`src/rtl/i2s_transmitter.sv`:
```
// I2S transmitter: double-buffered stereo sample input over valid/ready,
// serialised MSB first with one-bit WS delay; generates bclk and lrclk.
// Ports: clk, reset (async active-low), sample_left/right, sample_valid,
//        sample_ready, bclk, lrclk, sdata, underrun (one-clk pulse).
`timescale 1ns/1ps
module i2s_transmitter #(
    parameter int SAMPLE_WIDTH = 16,
    parameter int SCLK_DIV     = 4
) (
    input  logic                    clk,
    input  logic                    reset,
    input  logic [SAMPLE_WIDTH-1:0] sample_left,
    input  logic [SAMPLE_WIDTH-1:0] sample_right,
    input  logic                    sample_valid,
    output logic                    sample_ready,
    output logic                    bclk,
    output logic                    lrclk,
    output logic                    sdata,
    output logic                    underrun
);
    localparam int W  = SAMPLE_WIDTH;
    localparam int BW = $clog2(2 * W);
    localparam int DW = (SCLK_DIV > 1) ? $clog2(SCLK_DIV) : 1;

    localparam logic [DW-1:0] DIV_LAST = DW'(SCLK_DIV - 1);
    localparam logic [BW-1:0] B_LAST   = BW'(2 * W - 1);
    localparam logic [BW-1:0] LR_LO    = BW'(W - 1);
    localparam logic [BW-1:0] LR_HI    = BW'(2 * W - 2);

    logic [DW-1:0]  div_q, div_d;
    logic           bclk_q, bclk_d;
    // b_q is the slot entered at the next falling edge.
    logic [BW-1:0]  b_q, b_d;
    logic [2*W-1:0] shift_q, shift_d;
    logic [W-1:0]   hold_l_q, hold_l_d;
    logic [W-1:0]   hold_r_q, hold_r_d;
    logic           pending_q, pending_d;
    logic           lr_q, lr_d;
    logic           sdata_q, sdata_d;
    logic           urun_q, urun_d;

    logic           wrap, fe, fstart, accept;
    logic [2*W-1:0] load, src;

    assign wrap   = (div_q == DIV_LAST);
    assign fe     = wrap && bclk_q;
    assign fstart = fe && (b_q == '0);
    assign accept = sample_valid && !pending_q;
    assign load   = pending_q ? {hold_l_q, hold_r_q} : '0;
    // Frame start sends the freshly loaded word's MSB in the same edge.
    assign src    = fstart ? load : shift_q;

    always_comb begin
        div_d     = wrap ? '0 : div_q + 1'b1;
        bclk_d    = wrap ? !bclk_q : bclk_q;
        b_d       = b_q;
        shift_d   = shift_q;
        lr_d      = lr_q;
        sdata_d   = sdata_q;
        urun_d    = fstart && !pending_q;
        hold_l_d  = hold_l_q;
        hold_r_d  = hold_r_q;
        pending_d = pending_q;
        if (fe) begin
            sdata_d = src[2*W-1];
            shift_d = src << 1;
            lr_d    = (b_q >= LR_LO) && (b_q <= LR_HI);
            b_d     = (b_q == B_LAST) ? '0 : b_q + 1'b1;
        end
        // accept only happens with pending clear, so it wins over the clear
        if (accept) begin
            hold_l_d  = sample_left;
            hold_r_d  = sample_right;
            pending_d = 1'b1;
        end else if (fstart) begin
            pending_d = 1'b0;
        end
    end

    always_ff @(posedge clk or negedge reset) begin
        if (!reset) begin
            div_q     <= '0;
            bclk_q    <= 1'b0;
            b_q       <= '0;
            shift_q   <= '0;
            hold_l_q  <= '0;
            hold_r_q  <= '0;
            pending_q <= 1'b0;
            lr_q      <= 1'b0;
            sdata_q   <= 1'b0;
            urun_q    <= 1'b0;
        end else begin
            div_q     <= div_d;
            bclk_q    <= bclk_d;
            b_q       <= b_d;
            shift_q   <= shift_d;
            hold_l_q  <= hold_l_d;
            hold_r_q  <= hold_r_d;
            pending_q <= pending_d;
            lr_q      <= lr_d;
            sdata_q   <= sdata_d;
            urun_q    <= urun_d;
        end
    end

    assign sample_ready = !pending_q;
    assign bclk         = bclk_q;
    assign lrclk        = lr_q;
    assign sdata        = sdata_q;
    assign underrun     = urun_q;
endmodule

```
`config.mk`:
```
export PLATFORM = sky130hd
export DESIGN_NAME = i2s_transmitter
export DESIGN_NICKNAME = d
export VERILOG_FILES = /design/src/rtl/i2s_transmitter.sv
export SDC_FILE = /design/constraint.sdc
export NUM_CORES = 1
export LEC_CHECK = 0
export BUFFER_PORTS_ARGS = -buffer_cell sky130_fd_sc_hd__buf_2
export CAP_MARGIN = 20
export CORE_ASPECT_RATIO = 0.6
export CORE_UTILIZATION = 47
export CTS_CLUSTER_SIZE = 24
export DETAILED_ROUTE_END_ITERATION = 7
export PLACE_DENSITY_LB_ADDON = 0.05
export SETUP_SLACK_MARGIN = 0.2
export SLEW_MARGIN = 20
export SYNTH_ARGS = -nofsm -noshare
export SYNTH_HDL_FRONTEND = slang
export SYNTH_SLANG_ARGS = --single-unit
```
`constraint.sdc`:
```
create_clock -name clk -period 1.8 [get_ports clk]
set_input_delay 0.36 -clock clk [delete_from_list [all_inputs] [get_ports clk]]
set_output_delay 0.36 -clock clk [all_outputs]
set_load 0.005 [all_outputs]
```
==> results.py, run 1 <==
metrics = {
    "run_status": {
        "status": "finished clean",
    },
    "die": {
        "core_sq_mm": 0.00668,
        "std_cell_rows": 23,
        "dieArea_sq_mm": 0.00726,
        "start_util": 0.487,
        "fp.dieW_um": 109,
        "fp.dieH_um": 66.4,
        "num_io_pins": 40,
    },
    "placement": {
        "place.gp.congestion": 0.812,
        "io_buffers": 39,
        "hpwlAfterDp_um": 3720,
    },
    "logic_synthesis": {
        "seq_area_frac_synth": 0.578,
        "synth_cells": 298,
        "synth-adder-area-share": 0.0231,
        "synth_compound_area_frac": 0.0809,
        "ys_ff_latch": 75,
        "synth_top_family_by_area": "simple AND/OR/NAND/NOR gates",
        "avgSynthCellArea_sq_um": 10.9,
        "synth_area_leaders": "dfrtp_1, mux2_2, a31oi_1",
        "yosysTopAreaCell": "dfrtp_1",
        "syn_nets": 339,
        "synth.most_common_cell": "dfrtp_1",
        "ys_top_cells_by_count": "dfrtp_1, nand2_1, nor2_1",
        "synth_mux_area_frac": 0.111,
        "synth_xor_area_frac": 0.00270,
        "synth_ff_type": "dfrtp_1",
        "synthSimpleGateAreaFrac": 0.162,
        "ys_warn_count": 0,
        "synth_edf_count": 0,
        "ys_types": 29,
        "yosys.area.top_type_share": 0.578,
        "async_flop_share": 1.00,
        "syn_area_sq_mm": 0.00325,
    },
    "critical_path": {
        "worstPathRequired_ns": 2.00,
        "rr_worst_depth": 6,
        "crit_path_end": "shift_q[4]",
        "reg2reg_to": "shift_q[4]",
        "crit_fanout": 8,
        "startpoint_type": "flop",
        "timing.rr.start": "b_q[0]",
        "critical_path_arrival_ns": 1.86,
        "rrSetupSlack_ns": 0.13,
        "cp-end-kind": "flop",
        "startpoint": "b_q[0]",
        "path_class": "reg -> reg",
    },
    "timing": {
        "finClkSkew_ns": 0.00382,
        "drv_slew": 0,
        "hold_viol": 0,
        "finalCriticalPeriod_ns": 1.67,
        "slew_headroom": 0.769,
        "period_share": 0.926,
        "setup_violations": 0,
        "max_slew.worst_pin.slew_ns": 0.346,
        "rsz0062_at_grt": "yes",
        "hold_ws_ns": 0.241,
        "fin_setup_tns_ns": 0,
        "max_freq_mhz": 600,
    },
    "clock_tree": {
        "clk_path_buf_depth": 2,
        "cts-buffers-inserted": 9,
        "cts.clk_slew.worst_paths_ns": 0.06,
        "htreeDepth": 3,
        "clk_latency_ns": 0.33,
        "cts_root_buffer": "clkbuf_16",
        "cts_sinks": 75,
        "tritoncts": "yes",
    },
    "cells_and_area": {
        "syn_to_final_growth_pct": 24.1,
        "fillers": 576,
        "utilization": 0.604,
        "fin_nets": 383,
        "multi_input_area_sq_mm": 0.00131,
        "final_layout_size_suffix_gt1_frac": 0.346,
        "seq_area_sq_mm": 0.00188,
        "diodes": 0,
    },
    "drt": {
        "drtIter0Drc": 177,
        "wire_per_inst_um": 15.2,
        "postRouteWirelength_um": 6590,
        "drc": 0,
        "dr.pass1.iters": 7,
        "vias_per_cell": 5.37,
        "ant_nets": 0,
        "num_vias": 2329,
    },
    "global_route": {
        "grt_pass1_wl_um": 10100,
        "grt_max_degree": 67,
        "grt.overflow.total": 0,
        "antenna_found_initial": 0,
        "grt_pass1_vias": 2088,
        "grt_usage": 0.189,
    },
    "power": {
        "p_per_area_mw_per_mm2": 1000,
        "vdd_ir_drop_max_mv": 0.628,
        "p_leak_nw": 1.75,
    },
    "worst_hold_path": {
        "hold_path.class": "in -> reg",
    },
    "job": {
        "maxCapViolations": 0,
    },
}
[critical path, stage by stage (launching register included)]
cell	delay, ns
dfrtp_1	0.42
inv_2	0.10
ha_4	0.12
or4b_4	0.54
clkbuf_16	0.20
nand2_1	0.07
a31oi_1	0.08
[how the worst min path moves through the flow]
stage                                from           to  slack (ns)  cells past startpoint
after floorplan                     reset       b_q[0]        0.06                      0
after global placement              reset        lrclk        0.26                      1
after detailed placement            reset        lrclk        0.27                      1
after CTS                 sample_right[5]  hold_r_q[5]        0.23                      2
after global routing      sample_right[5]  hold_r_q[5]        0.24                      2
final                     sample_right[5]  hold_r_q[5]        0.24                      2
[where the power goes]
group / leakage, nW / internal [mW] / switching, mW
combinational: 0.694 / 0.166 / 0.120
sequential: 0.919 / 1.87 / 0.102
clock: 0.139 / 1.11 / 0.674
total: 1.75 / 3.14 / 0.896
[metrics by stage]
stage               std cells  worst slack, ns  total power, mW  instance area, sq um
detailed placement        412           0.0927             2.27                  3570
global placement          412           0.0900             2.26                  3570
CTS                       431            0.159             4.08                  3910
global route              434           0.0874             4.20                  4030
finish                    434            0.134             4.04                  4030
floorplan                 298            0.194             2.14                  3250
[routing by layer]
metal  routed length, um  up-vias  track usage
met2                2800       51        0.259
met3                 334        6       0.0680
li1                    -     1133            -
met1                3400     1139        0.269
met4                  59        0       0.0750
met5                   0        -            0
[kinds of logic (layout without fill, tap and decap cells)]
group | Yosys count | after routing
AND/OR/NAND/NOR | 114 | 114
adder cells (fa/ha/maj) | 6 | 6
XOR/XNOR | 1 | 1
flip-flops | 75 | 75
AO/OA/AOI/OAI | 43 | 43
multiplexers | 32 | 32
buffers and inverters | 27 | 76
[area by class of cell]
cell class	count	share of cell area
Clock buffer	12	0.0611
Clock inverter	4	0.0124
Inverter	4	0.00372
Multi-Input combinational cell	196	0.326
Sequential cell	75	0.466
Tap cell	87	0.0270
Timing Repair Buffer	56	0.104
[layout by cell type (no fill, tap or decap), drive strengths merged]
master / count
dlygate4sd3: 1
o21ai: 8
nor4b: 1
bufinv: 1
dfrtp: 75
inv: 4
nor2b: 1
clkinvlp: 2
or4b: 1
o32ai: 1
nand2b: 2
nand4: 1
nand3b: 1
buf: 53
and3: 1
nor3: 1
and2: 1
xor2: 1
nand3: 33
a31oi: 33
clkinv: 1
o31ai: 1
mux2: 32
and4: 1
clkbuf: 14
ha: 6
nand2: 36
nor2: 34
[state kept, by name, indices dropped and copies added (netlist names)]
name and flops:
b_q 5, bclk 1, div_q 2, hold_l_q 16
hold_r_q 16, lrclk 1, pending_q 1, sdata 1
shift_q 31, underrun 1
[timing repair]
item                                    CTS  global route
buffers inserted                          2             0
gates resized for setup                   6            18
endpoints found under the setup margin   37            35
pin swaps                                 1             6
cloned                                    0             3
hold endpoints to repair                 19             0
hold buffers                              1             0
Note: power is estimated with default switching activity, not from simulation.
==> run 2, diff against run 1 <==
--- a/config.mk
+++ b/config.mk
@@ -11,7 +11,7 @@
 export CORE_UTILIZATION = 47
 export CTS_CLUSTER_SIZE = 24
 export DETAILED_ROUTE_END_ITERATION = 7
-export PLACE_DENSITY_LB_ADDON = 0.05
+export PLACE_DENSITY_LB_ADDON = 0.08
 export SETUP_SLACK_MARGIN = 0.2
 export SLEW_MARGIN = 20
 export SYNTH_ARGS = -nofsm -noshare
==> run 2 against run 1 <==
- via count rose by 0.73%
- wire length grew 5.1%
- fmax up 1.5%
- sequential share of layout area decreased by 1.5 points
- power down 2.4%
- worst hold slack improved by 0.017 ns
- combinational power grew 4%
- worst setup slack improved by 0.025 ns
- critical path type unchanged
- critical endpoint is now shift_q[15]
- largest power group unchanged
- highest routed layer unchanged
==> results.py, run 2 (same netlist as run 1, synthesis figures left out) <==
metrics = {
    "cells_and_area": {
        "largestRegisters": "shift_q: 31 flops, hold_l_q: 16 flops, hold_r_q: 16 flops",
        "layout_commonest_cell": "dfrtp_1",
        "layout.cells.non_filler": 440,
        "utilization": 0.624,
        "syn_to_final_growth_pct": 28.2,
        "multi_input_area_sq_mm": 0.00139,
        "fillers": 557,
        "largest_reg_flops": 31,
        "seq_area_sq_mm": 0.00188,
        "diodes": 0,
        "final_layout_size_suffix_gt1_frac": 0.391,
        "largest_register": "shift_q",
        "fin_nets": 389,
        "final_cell_mix": "dfrtp_1, buf_2, nor2_1",
    },
    "timing": {
        "fin_setup_tns_ns": 0,
        "finalCriticalPeriod_ns": 1.64,
        "setup_violations": 0,
        "finClkSkew_ns": 0.00407,
        "max_freq_mhz": 609,
        "period_share": 0.912,
        "hold_viol": 0,
        "max_slew.worst_pin.slew_ns": 0.404,
        "rsz0062_at_grt": "yes",
        "slew_headroom": 0.731,
        "drv_slew": 0,
        "hold_ws_ns": 0.258,
    },
    "critical_path": {
        "cp-end-kind": "flop",
        "critical_path_arrival_ns": 1.83,
        "crit_fanout": 8,
        "worstPathRequired_ns": 1.99,
        "timing.rr.start": "b_q[0]",
        "startpoint_type": "flop",
        "path_class": "reg -> reg",
        "reg2reg_to": "shift_q[15]",
        "startpoint": "b_q[0]",
        "rr_worst_depth": 6,
        "rrSetupSlack_ns": 0.16,
        "crit_path_end": "shift_q[15]",
    },
    "global_route": {
        "grt_max_degree": 37,
        "grt.overflow.total": 0,
        "antenna_found_initial": 0,
        "grt_pass1_vias": 2198,
        "grt_pass1_wl_um": 10900,
        "grt_util_met2": 0.307,
        "grt_usage": 0.208,
        "use_met3": 0.0719,
        "grt.met1_usage": 0.280,
        "top_usage_layer": "met2",
    },
    "clock_tree": {
        "cts.clk_slew.worst_paths_ns": 0.06,
        "cts_sinks": 75,
        "cts-buffers-inserted": 9,
        "htreeDepth": 3,
        "clk_path_buf_depth": 2,
        "clk_latency_ns": 0.33,
        "tritoncts": "yes",
        "cts_root_buffer": "clkbuf_16",
    },
    "drt": {
        "drc": 0,
        "wire_per_inst_um": 15.7,
        "drtIter0Drc": 122,
        "ant_nets": 0,
        "dr.pass1.iters": 4,
        "postRouteWirelength_um": 6930,
        "num_vias": 2346,
        "vias_per_cell": 5.33,
    },
    "die": {
        "fp.dieW_um": 109,
        "fp.dieH_um": 66.4,
        "num_io_pins": 40,
        "core_sq_mm": 0.00668,
        "dieArea_sq_mm": 0.00726,
        "std_cell_rows": 23,
        "start_util": 0.487,
    },
    "run_status": {
        "status": "finished clean",
    },
    "placement": {
        "hpwlAfterDp_um": 4140,
        "dp_cells": 414,
        "io_buffers": 39,
        "place.gp.congestion": 0.808,
    },
    "power": {
        "vdd_ir_drop_max_mv": 0.545,
        "p_leak_nw": 1.79,
        "p_total_mw": 3.94,
        "p_per_area_mw_per_mm2": 945,
    },
    "worst_hold_path": {
        "hold_path.class": "in -> reg",
    },
    "job": {
        "maxCapViolations": 0,
    },
}
## run 2: changes by cell type in the layout (fill, tap and decap cells not counted), sizes merged
cell / change
clkinv: +1
bufinv: -1
buf: +8
clkbuf: -2
## run 2: how the worst min path moves through the flow
stage | slack (ns) | to | startpoint | cells past startpoint
finish | 0.26 | hold_l_q[2] | sample_left[2] | 2
global route | 0.25 | hold_r_q[13] | sample_right[13] | 2
CTS | 0.23 | hold_r_q[5] | sample_right[5] | 2
global placement | 0.32 | bclk | reset | 1
floorplan | 0.06 | b_q[0] | reset | 0
detailed placement | 0.31 | bclk | reset | 1
## run 2: power by group
group          total (mW)  internal [mW]  switching (mW)
clock                1.66           1.00           0.661
sequential           1.98           1.87           0.111
combinational       0.298          0.174           0.124
total                3.94           3.04           0.896
## run 2: what timing repair did
action | in CTS | in global routing
pin swaps | 6 | 16
gates cloned | 2 | 0
hold buffers | 1 | 0
endpoints found under the hold margin | 27 | 0
endpoints found under the setup margin | 37 | 36
resized for setup | 21 | 23
buffers inserted | 6 | 1
## run 2: metrics by stage
step           cell area, sq um  worst slack [ns]
6_report                   4170             0.159
5_1_grt                    4170             0.103
4_1_cts                    4060             0.188
3_5_place_dp               3610             0.108
3_3_place_gp               3610             0.114
2_1_floorplan              3250             0.194
## run 2: layer usage
layer  routed length, um  vias up  share of wire
met5                   0        -              0
met4                  61        0         0.0088
met3                 257        8          0.037
met2                3290       46           0.48
met1                3310     1144           0.48
li1                    -     1148              -
## run 2: worst max-delay path, cell delays in order, from the launching register on
cell     delay [ns]
dfrtp_1        0.39
inv_2          0.09
ha_4           0.13
or4b_4         0.55
buf_12         0.20
nand2_4        0.06
a31oi_1        0.08
## run 2: cell type report
cell class / count / share of cell area
clock buffer: 12 / 0.0616
clock inverter: 4 / 0.00601
inverter: 4 / 0.00360
multi-input combinational: 196 / 0.333
sequential: 75 / 0.450
tap: 87 / 0.0261
timing repair buffer: 62 / 0.119
